### config.mk
export PLATFORM = sky130hd
export DESIGN_NAME = iir1_mult_sched
export DESIGN_NICKNAME = d
export VERILOG_FILES = /design/src/rtl/iir1_pkg.sv /design/src/rtl/iir1_tag_pipe.sv /design/src/rtl/iir1_mult_sched.sv
export SDC_FILE = /design/constraint.sdc
export NUM_CORES = 1
export LEC_CHECK = 0
export ABC_AREA = 1
export CORE_UTILIZATION = 54
export DETAILED_ROUTE_END_ITERATION = 7
export PLACE_DENSITY_LB_ADDON = 0.05
export SYNTH_ARGS = -nofsm -noshare
export SYNTH_HDL_FRONTEND = slang
export SYNTH_SLANG_ARGS = --single-unit
### constraint.sdc
create_clock -name clk -period 2.1 [get_ports clk]
set_input_delay 0.315 -clock clk [delete_from_list [all_inputs] [get_ports clk]]
set_output_delay 0.315 -clock clk [all_outputs]
set_load 0.1 [all_outputs]
### src/rtl/iir1_pkg.sv
// Shared types and defaults for the time-multiplexed first-order IIR scheduler.
// Optional build macro IIR1_SAT_EN (used by iir1_mult_sched) selects saturating output.
package iir1_pkg;

  // Default datapath width and coefficient reset values.
  localparam int DEF_DW      = 16;
  localparam int DEF_B4_INIT = 19071;
  localparam int DEF_B6_INIT = 16381;

  // Scheduler states.
  typedef enum logic [1:0] {
    ST_IDLE  = 2'd0,
    ST_ISSUE = 2'd1,
    ST_WAIT  = 2'd2,
    ST_DONE  = 2'd3
  } state_t;

  // Tap index carried alongside each in-flight multiply.
  localparam logic [1:0] TAP_X0 = 2'd0; // x[n]   * b4
  localparam logic [1:0] TAP_X1 = 2'd1; // x[n-1] * b4
  localparam logic [1:0] TAP_Y1 = 2'd2; // y[n-1] * b6

  // One tag-pipe entry.
  typedef struct packed {
    logic       valid;
    logic [1:0] tap;
  } tag_t;

endpackage

### src/rtl/iir1_tag_pipe.sv
// Tag pipe that mirrors the external multiplier latency: an entry pushed with an
// operand pair emerges exactly when the matching product is on mul_q.
module iir1_tag_pipe
  import iir1_pkg::*;
#(
  parameter int DEPTH = 2
) (
  input  logic clk,
  input  logic reset,
  input  tag_t tag_i,
  output tag_t tag_o
);

  tag_t pipe_q [DEPTH];

  // Shift tags one stage per cycle; reset invalidates every entry so that
  // products still in the multiplier at reset time are ignored.
  always_ff @(posedge clk) begin
    if (!reset) begin
      for (int i = 0; i < DEPTH; i++) begin
        pipe_q[i] <= '0;
      end
    end else begin
      pipe_q[0] <= tag_i;
      for (int i = 1; i < DEPTH; i++) begin
        pipe_q[i] <= pipe_q[i-1];
      end
    end
  end

  assign tag_o = pipe_q[DEPTH-1];

endmodule

### src/rtl/iir1_mult_sched.sv
// First-order IIR section y[n] = b4*x[n] + b4*x[n-1] + b6*y[n-1] computed with
// one shared external pipelined multiplier (three issues per sample).
// Handshake: a sample transfers on a rising clk edge where in_valid && in_ready;
// in_ready is high only in IDLE (and not during reset), so the source holds
// in_valid/x_in until that edge. out_valid is a one-cycle pulse with y_out.
// Build macro IIR1_SAT_EN: accumulate in DW+2 signed bits and clamp the result;
// without it the sum wraps modulo 2^DW.
module iir1_mult_sched
  import iir1_pkg::*;
#(
  parameter int DW       = DEF_DW,
  parameter int MULT_LAT = 2,
  parameter int B4_INIT  = DEF_B4_INIT,
  parameter int B6_INIT  = DEF_B6_INIT
) (
  input  logic          clk,
  input  logic          reset,
  input  logic          in_valid,
  output logic          in_ready,
  input  logic [DW-1:0] x_in,
  input  logic          cfg_we,
  input  logic          cfg_sel,
  input  logic [DW-1:0] cfg_data,
  output logic [DW-1:0] mul_a,
  output logic [DW-1:0] mul_b,
  input  logic [DW-1:0] mul_q,
  output logic [DW-1:0] y_out,
  output logic          out_valid,
  output logic          busy
);

`ifdef IIR1_SAT_EN
  localparam int AW = DW + 2;
  localparam logic [AW-1:0] SAT_MAX = AW'((1 << (DW - 1)) - 1);
  localparam logic [AW-1:0] SAT_MIN = ~SAT_MAX;
`else
  localparam int AW = DW;
`endif

  state_t        state_q, state_d;
  logic [1:0]    tap_q, tap_d;
  logic [DW-1:0] mul_a_q, mul_a_d;
  logic [DW-1:0] mul_b_q, mul_b_d;
  logic [AW-1:0] acc_q, acc_d;
  logic [AW-1:0] prod_ext;
  logic [DW-1:0] y_fin;
  logic [DW-1:0] b4_q, b6_q;
  logic [DW-1:0] b4w_q, b6w_q;
  logic [DW-1:0] x_cur_q, x_prev_q, y_prev_q, y_out_q;
  logic          accept;
  logic          finish;
  tag_t          tag_in, tag_out;

  assign in_ready  = (state_q == ST_IDLE) && reset;
  assign accept    = in_valid && in_ready;
  assign out_valid = (state_q == ST_DONE);
  assign busy      = (state_q != ST_IDLE);
  assign mul_a     = mul_a_q;
  assign mul_b     = mul_b_q;
  assign y_out     = y_out_q;

  // Product extension into the accumulator width, and the final result.
`ifdef IIR1_SAT_EN
  assign prod_ext = {{2{mul_q[DW-1]}}, mul_q};

  // Clamp the wide signed sum into the DW-bit signed range.
  always_comb begin
    y_fin = acc_d[DW-1:0];
    if ($signed(acc_d) > $signed(SAT_MAX)) begin
      y_fin = SAT_MAX[DW-1:0];
    end else if ($signed(acc_d) < $signed(SAT_MIN)) begin
      y_fin = SAT_MIN[DW-1:0];
    end
  end
`else
  assign prod_ext = mul_q;
  assign y_fin    = acc_d;
`endif

  // Multiplier latency tracker.
  iir1_tag_pipe #(
    .DEPTH (MULT_LAT)
  ) u_tag_pipe (
    .clk   (clk),
    .reset (reset),
    .tag_i (tag_in),
    .tag_o (tag_out)
  );

  // Next-state, operand selection, tag push and accumulation.
  always_comb begin
    state_d = state_q;
    tap_d   = tap_q;
    mul_a_d = '0;
    mul_b_d = '0;
    acc_d   = acc_q;
    tag_in  = '0;
    if (tag_out.valid) begin
      acc_d = acc_q + prod_ext;
    end
    case (state_q)
      ST_IDLE: begin
        if (accept) begin
          state_d = ST_ISSUE;
          tap_d   = TAP_X0;
          mul_a_d = x_in;
          mul_b_d = b4_q;
          acc_d   = '0;
        end
      end
      ST_ISSUE: begin
        // The operand registers currently present tap_q; line up the next one.
        tag_in.valid = 1'b1;
        tag_in.tap   = tap_q;
        case (tap_q)
          TAP_X0: begin
            tap_d   = TAP_X1;
            mul_a_d = x_prev_q;
            mul_b_d = b4w_q;
          end
          TAP_X1: begin
            tap_d   = TAP_Y1;
            mul_a_d = y_prev_q;
            mul_b_d = b6w_q;
          end
          default: begin
            state_d = ST_WAIT;
          end
        endcase
      end
      ST_WAIT: begin
        if (tag_out.valid && (tag_out.tap == TAP_Y1)) begin
          state_d = ST_DONE;
        end
      end
      ST_DONE: begin
        state_d = ST_IDLE;
      end
      default: begin
        state_d = ST_IDLE;
      end
    endcase
  end

  assign finish = (state_q == ST_WAIT) && (state_d == ST_DONE);

  // FSM state, operand registers and accumulator.
  always_ff @(posedge clk) begin
    if (!reset) begin
      state_q <= ST_IDLE;
      tap_q   <= TAP_X0;
      mul_a_q <= '0;
      mul_b_q <= '0;
      acc_q   <= '0;
    end else begin
      state_q <= state_d;
      tap_q   <= tap_d;
      mul_a_q <= mul_a_d;
      mul_b_q <= mul_b_d;
      acc_q   <= acc_d;
    end
  end

  // Programmable coefficients; writable in any state.
  always_ff @(posedge clk) begin
    if (!reset) begin
      b4_q <= DW'(B4_INIT);
      b6_q <= DW'(B6_INIT);
    end else if (cfg_we) begin
      if (cfg_sel) begin
        b6_q <= cfg_data;
      end else begin
        b4_q <= cfg_data;
      end
    end
  end

  // Per-sample snapshot, filter history and registered output.
  always_ff @(posedge clk) begin
    if (!reset) begin
      x_cur_q  <= '0;
      b4w_q    <= DW'(B4_INIT);
      b6w_q    <= DW'(B6_INIT);
      x_prev_q <= '0;
      y_prev_q <= '0;
      y_out_q  <= '0;
    end else begin
      if (accept) begin
        // Snapshot sees the pre-write coefficient if cfg_we fires this cycle.
        x_cur_q <= x_in;
        b4w_q   <= b4_q;
        b6w_q   <= b6_q;
      end
      if (finish) begin
        y_out_q <= y_fin;
      end
      if (state_q == ST_DONE) begin
        x_prev_q <= x_cur_q;
        y_prev_q <= y_out_q;
      end
    end
  end

endmodule

==> results of run 1 <==
[worst max-delay path, delay by kind of cell (launching register included)]
family,cells,cell delay (ns)
xor gates and xnor gates,1,0.13
adders and majority gates,2,0.60
DFF,1,0.32
and+or+nand+nor,8,0.64
[routing by layer]
layer,routed length (microns),GRT usage [%],vias to the layer above
li1,-,-,3426
met1,8420,35.8,2938
met2,7700,38.9,151
met3,827,4.94,21
met4,209,8.75,0
met5,0,0,-
[synth_stat cells, types with 12 or more instances]
library cell | n | share of area (%)
nand2_1 | 240 | 12
ha_1 | 15 | 2.5
buf_2 | 17 | 1.1
o21ai_0 | 85 | 5.7
clkbuf_1 | 31 | 1.6
dfxtp_1 | 186 | 50
nor2_1 | 121 | 6.1
inv_1 | 83 | 4.2
nand3_1 | 72 | 4.8
a31oi_1 | 32 | 2.7
a21oi_1 | 57 | 3.8
o211ai_1 | 12 | 1.2
[registers in the layout, summed over array words and instances (netlist names)]
name and cells:
acc_q 16, b4_q 16, b4w_q 16, b6_q 16, b6w_q 16, mul_a 16, mul_b 16, state_q 2
tap_q 2, u_tag_pipe.pipe_q 6, x_cur_q 16, x_prev_q 16, y_out 16, y_prev_q 16
[per-stage QoR]
step | cell area (sq um) | power (mW)
after floorplan | 7460 | 4.49
after global placement | 8590 | 4.81
after detailed placement | 8590 | 4.82
after CTS | 9160 | 7.85
after global routing | 9160 | 8.12
final | 9160 | 7.80
[layout make-up]
cell class	count	area share (%)
multi-input cells	670	34.5
repair buffers	131	12.7
well taps	176	2.40
clock buffers	18	4.80
clock inverters	14	1.43
flip-flops and latches	186	40.7
inverters	87	3.57
[kinds of logic (layout without fill, tap and decap cells)]
logic type                 Yosys count  after routing  share of synthesized area, %
buffers and inverters              143            250                          7.78
xor gates and xnor gates             5              5                         0.587
adders and majority gates           16             16                          2.78
DFF                                186            186                          49.9
and+or+nand+nor                    451            451                          24.6
AOI/OAI and AO/OA                  198            198                          14.4
[worst max-delay path by stage]
stage | startpoint | endpoint | slack [ns] | cells after the start
floorplan | state_q[0]$_SDFF_PN0_ | b6w_q[2]$_SDFFE_PN1P_ | 0.11 | 8
global route | acc_q[0]$_SDFF_PN0_ | acc_q[12]$_SDFF_PN0_ | 0.04 | 11
global placement | mul_q[0] | acc_q[8]$_SDFF_PN0_ | -0.13 | 12
finish | acc_q[0]$_SDFF_PN0_ | acc_q[8]$_SDFF_PN0_ | 0.28 | 11
detailed placement | mul_q[0] | acc_q[12]$_SDFF_PN0_ | -0.16 | 12
CTS | acc_q[0]$_SDFF_PN0_ | acc_q[8]$_SDFF_PN0_ | 0.27 | 11
[power by group through the flow]
stage | Combinational [mW] | Clock [mW] | Sequential (mW)
after global routing | 1.09 | 3.27 | 3.75
after floorplan | 0.473 | 0 | 4.02
after detailed placement | 1.00 | 0 | 3.82
final | 1.00 | 3.06 | 3.74
after global placement | 0.994 | 0 | 3.81
after CTS | 1.00 | 3.11 | 3.74
==> impl_metrics.ini, run 1 <==
[layout]
final_nets = 1162
drive_above_1_share_pct = 11.0
seq_area_sq_um = 3720
final-instance-count-excl-fill = 1282
final_common_cell = nand2_1
most-common-layout-cells = nand2_1, dfxtp_1, nor2_1
num_antenna_cells = 0
area_growth_pct = 22.8
fill_cells = 1166
multi_input_area_sq_um = 3160
final_core_util_pct = 68.6

[timing]
clock.fmax_mhz = 548
setup_viol = 0
hold_viol_final = 0
tns_ns = 0
min_period_ns = 1.82
finalMaxSlewViolations = 0
maxSlewHeadroom_pct = 35.8
whs_ns = 0.379
clock_skew_ns = 0.00820
setup_ws_ns = 0.277
period_share_pct = 86.8
worst_pin_slew_ns = 0.964
rsz0062_at_grt = no

[floorplan]
dieArea_sq_um = 14300
die_width_microns = 120
core_area_sq_um = 13300
initial_core_util_pct = 55.9
ios = 104
die_h_microns = 120
rows = 42

[clock_tree]
h-tree-depth = 4
cts_buffers = 17
cts_num_sinks = 186
cts_hold_buf = 0
clk_latency_ns = 0.43
cts_resized = 0
cts.reportedPaths.clkPinSlew_ns = 0.07
cts-root-buf = clkbuf_16
cts_tree = yes
cts_max_path_buffers = 2
cts_setup_buffers = 0

[pwr]
power_frac_seq_pct = 47.9
ir_drop_v = 0.000557
p_switching_mw = 2.20
p_comb_share_pct = 12.8
p_leak_nw = 4.03
p_clk_share_pct = 39.2
p_per_area_nw_per_um2 = 851
internal_power_mw = 5.60
netSwitchingFraction_pct = 28.2

[synth]
seq_area_frac_synth_pct = 49.9
ys_types = 33
netlist_area_sq_um = 7460
syn-mean-instance-area_sq_um = 7.47
yosys_register_bits = 186
netlist_instances = 999
yosys_warnings = 0
async_flop_share_pct = 0
synth_edf_count = 0
synth_nets = 1068
ys.flop_type = dfxtp_1

[setup_path]
crit_path_end_kind = register
startpoint_type = register
path_common_cell = nand2_1
cpMaxStageDelayCell = fa_1
critical_path_class = reg -> reg
reg2reg_depth = 11
cp.required_ns = 2.38
rr_startpoint = acc_q[0]$_SDFF_PN0_
cp_max_fo = 3
ff2ff_setup_slack_ns = 0.28
crit_path_cell_trace = ha_1 > fa_1 > nand2_1 > nand2_1 > and2_1 > nand2_1 > nand2_1 > xnor2_1 > nand2_1 > nand2_1 > nor2_1
arrival_ns = 2.11
max_stage_delay_ns = 0.39
reg2reg_to = acc_q[8]$_SDFF_PN0_

[drt]
ant_nets = 0
vias = 6536
viasPerCell = 5.10
dr.pass1.iters = 5
routed_wl_mm = 17.2
drcViolationCount = 0
wl_per_cell_microns = 13.4
drtIter0Drc = 499

[hold_path]
hold_start = reset
hold_path_depth = 3
whs_endpoint = b6_q[10]$_SDFFE_PN1P_
hp-class = in -> reg

[global_routing]
antenna_found_initial = 0
overflow = 0
grtUsageTotal_pct = 25.4
grt_pass1_wl_mm = 28.8
grt_pass1_vias = 5921
grt_max_degree = 95

[placed_design]
gp_congestion = 0.914
dp_hpwl_mm = 11.2
placedCellCount = 1250
dp_slack_ns = -0.160
io_buffers = 103

[job]
cap_violations = 0

[status]
outcome = finished, final reports clean
Power figures use the tool's default switching activity.
==> inputs of run 2 (changes only) <==
--- a/config.mk
+++ b/config.mk
@@ -9,6 +9,8 @@
 export CORE_UTILIZATION = 54
 export DETAILED_ROUTE_END_ITERATION = 7
 export PLACE_DENSITY_LB_ADDON = 0.05
+export RECOVER_POWER = 100
+export SKIP_LAST_GASP = 1
 export SYNTH_ARGS = -nofsm -noshare
 export SYNTH_HDL_FRONTEND = slang
 export SYNTH_SLANG_ARGS = --single-unit
==> run 2 against run 1 <==
The run now ends with max-capacitance violations, max-slew violations left. Register-to-register slack is essentially flat. Clock-buffer cell count unchanged. Worst setup slack worse by 0.039 ns. Sequential share of layout area increased by 0.78 points. Maximum frequency is 2.1% lower. Hold slack better by 0.046 ns. Sequential power about the same. Final cell count stayed put. Wire length hardly changed. Via count decreased by 0.20%. Critical path type is now reg -> out. Critical endpoint is now busy. Highest routed layer unchanged.
==> impl_metrics.ini, run 2 (synthesis results as in run 1) <==
[status]
outcome = finished, violations left
violations = max-capacitance violations, max-slew violations

[timing]
min_period_ns = 1.86
period_share_pct = 88.7
hold_viol_final = 0
worst_pin_slew_ns = 1.68
rsz0062_at_grt = no
finalMaxSlewViolations = 95
setup_viol = 0
maxSlewHeadroom_pct = -12.3
whs_ns = 0.425
setup_ws_ns = 0.237
clock.fmax_mhz = 537
clock_skew_ns = 0.00586

[setup_path]
critical_path_buf_inv_count = 2
critical_path_class = reg -> out
max_stage_delay_ns = 0.48
startpoint_type = register
cp.required_ns = 1.78
crit_path_cell_trace = nor2_1 > inv_1 > clkbuf_2
cp_max_fo = 5
arrival_ns = 1.55
crit_path_end_kind = output pin
crit_family = buffers and inverters
cpMaxStageDelayCell = clkbuf_2

[floorplan]
ios = 104
dieArea_sq_um = 14300
core_area_sq_um = 13300
rows = 42
die_width_microns = 120
initial_core_util_pct = 55.9
die_h_microns = 120

[pwr]
ir_drop_v = 0.000562
p_clk_share_pct = 39.4
netSwitchingFraction_pct = 28.3
power_frac_seq_pct = 48.1
internal_power_mw = 5.57
p_leak_nw = 3.98
power.total_mw = 7.77
p_per_area_nw_per_um2 = 864
p_switching_mw = 2.20
p_comb_share_pct = 12.5

[clock_tree]
cts_tree = yes
cts-root-buf = clkbuf_16
cts_num_sinks = 186
cts_max_path_buffers = 2
clk_latency_ns = 0.43
h-tree-depth = 4
cts_buffers = 17
cts_resized = 0
cts.reportedPaths.clkPinSlew_ns = 0.07
cts_hold_buf = 0
cts_setup_buffers = 0

[drt]
routed_wl_mm = 17.1
wl_per_cell_microns = 13.4
vias = 6523
dr.pass1.iters = 5
viasPerCell = 5.09
drtIter0Drc = 588
ant_nets = 0
drcViolationCount = 0

[layout]
num_antenna_cells = 0
most-common-layout-cells = nand2_1, dfxtp_1, nor2_1
drive_above_1_share_pct = 10.7
finalInstanceArea_sq_um = 8980
final_core_util_pct = 67.3
final_nets = 1162
area_growth_pct = 20.4
final_common_cell = nand2_1

[global_routing]
overflow = 0
grt_max_degree = 95
grt_pass1_wl_mm = 28.8
grt_pass1_vias = 5921
grtUsageTotal_pct = 25.4
antenna_found_initial = 0

[placed_design]
io_buffers = 103
placed_cell_area_sq_um = 8590
dp_hpwl_mm = 11.2
gp_congestion = 0.914
dp_slack_ns = -0.160

[hold_path]
hp-class = reg -> reg

[job]
cap_violations = 1
## run 2: cell types whose count changed in the layout (fill, tap and decap cells not counted), sizes merged
cell,previous run,this run
clkbuf,18,72
dlygate4sd3,0,1
clkdlybuf4s50,51,50
buf,80,26
## run 2: worst register-to-register path: stages, from the launching register on
cell	delay, ns
dfxtp_1	0.32
ha_1	0.22
fa_1	0.39
nand2_1	0.09
nand2_1	0.07
and2_1	0.17
nand2_1	0.07
nand2_1	0.06
xnor2_1	0.13
nand2_1	0.06
nand2_1	0.08
nor2_1	0.04
## run 2: stage by stage
step	TNS (ns)	cells
5_1_grt	0	1282
2_1_floorplan	0	999
4_1_cts	0	1282
3_3_place_gp	-1.15	1250
3_5_place_dp	-1.55	1250
6_report	0	1282
## run 2: path summary, 6_finish.rpt
check / from / to / slack [ns] / cells after the start
max: state_q[0]$_SDFF_PN0_ / busy / 0.24 / 3
min: u_tag_pipe.pipe_q[0][1]$_SDFF_PN0_ / u_tag_pipe.pipe_q[0][4]$_SDFF_PN0_ / 0.42 / 2
max reg2reg: acc_q[0]$_SDFF_PN0_ / acc_q[8]$_SDFF_PN0_ / 0.27 / 11
min reg2reg: u_tag_pipe.pipe_q[0][1]$_SDFF_PN0_ / u_tag_pipe.pipe_q[0][4]$_SDFF_PN0_ / 0.42 / 2
## run 2: layer usage
layer	vias to the layer above	GRT usage [%]	routed length [microns]
met3	21	4.94	769
met2	139	38.9	7630
met1	2937	35.8	8520
met5	-	0	0
met4	0	8.75	228
li1	3426	-	-
## run 2: layout make-up
cell class              count  area (sq um)
well taps                 176           220
repair buffers            131           988
fillers                  1184          4360
multi-input cells         670          3160
flip-flops and latches    186          3720
clock inverters            14           131
inverters                  87           327
clock buffers              18           439
## run 2: power groups by stage
stage                     clock network (mW)  registers, mW  logic, mW
after floorplan                            0           4.02      0.473
after global placement                     0           3.81      0.994
after detailed placement                   0           3.82       1.00
after CTS                               3.11           3.74       1.00
after global routing                    3.27           3.75       1.06
final                                   3.06           3.74      0.970
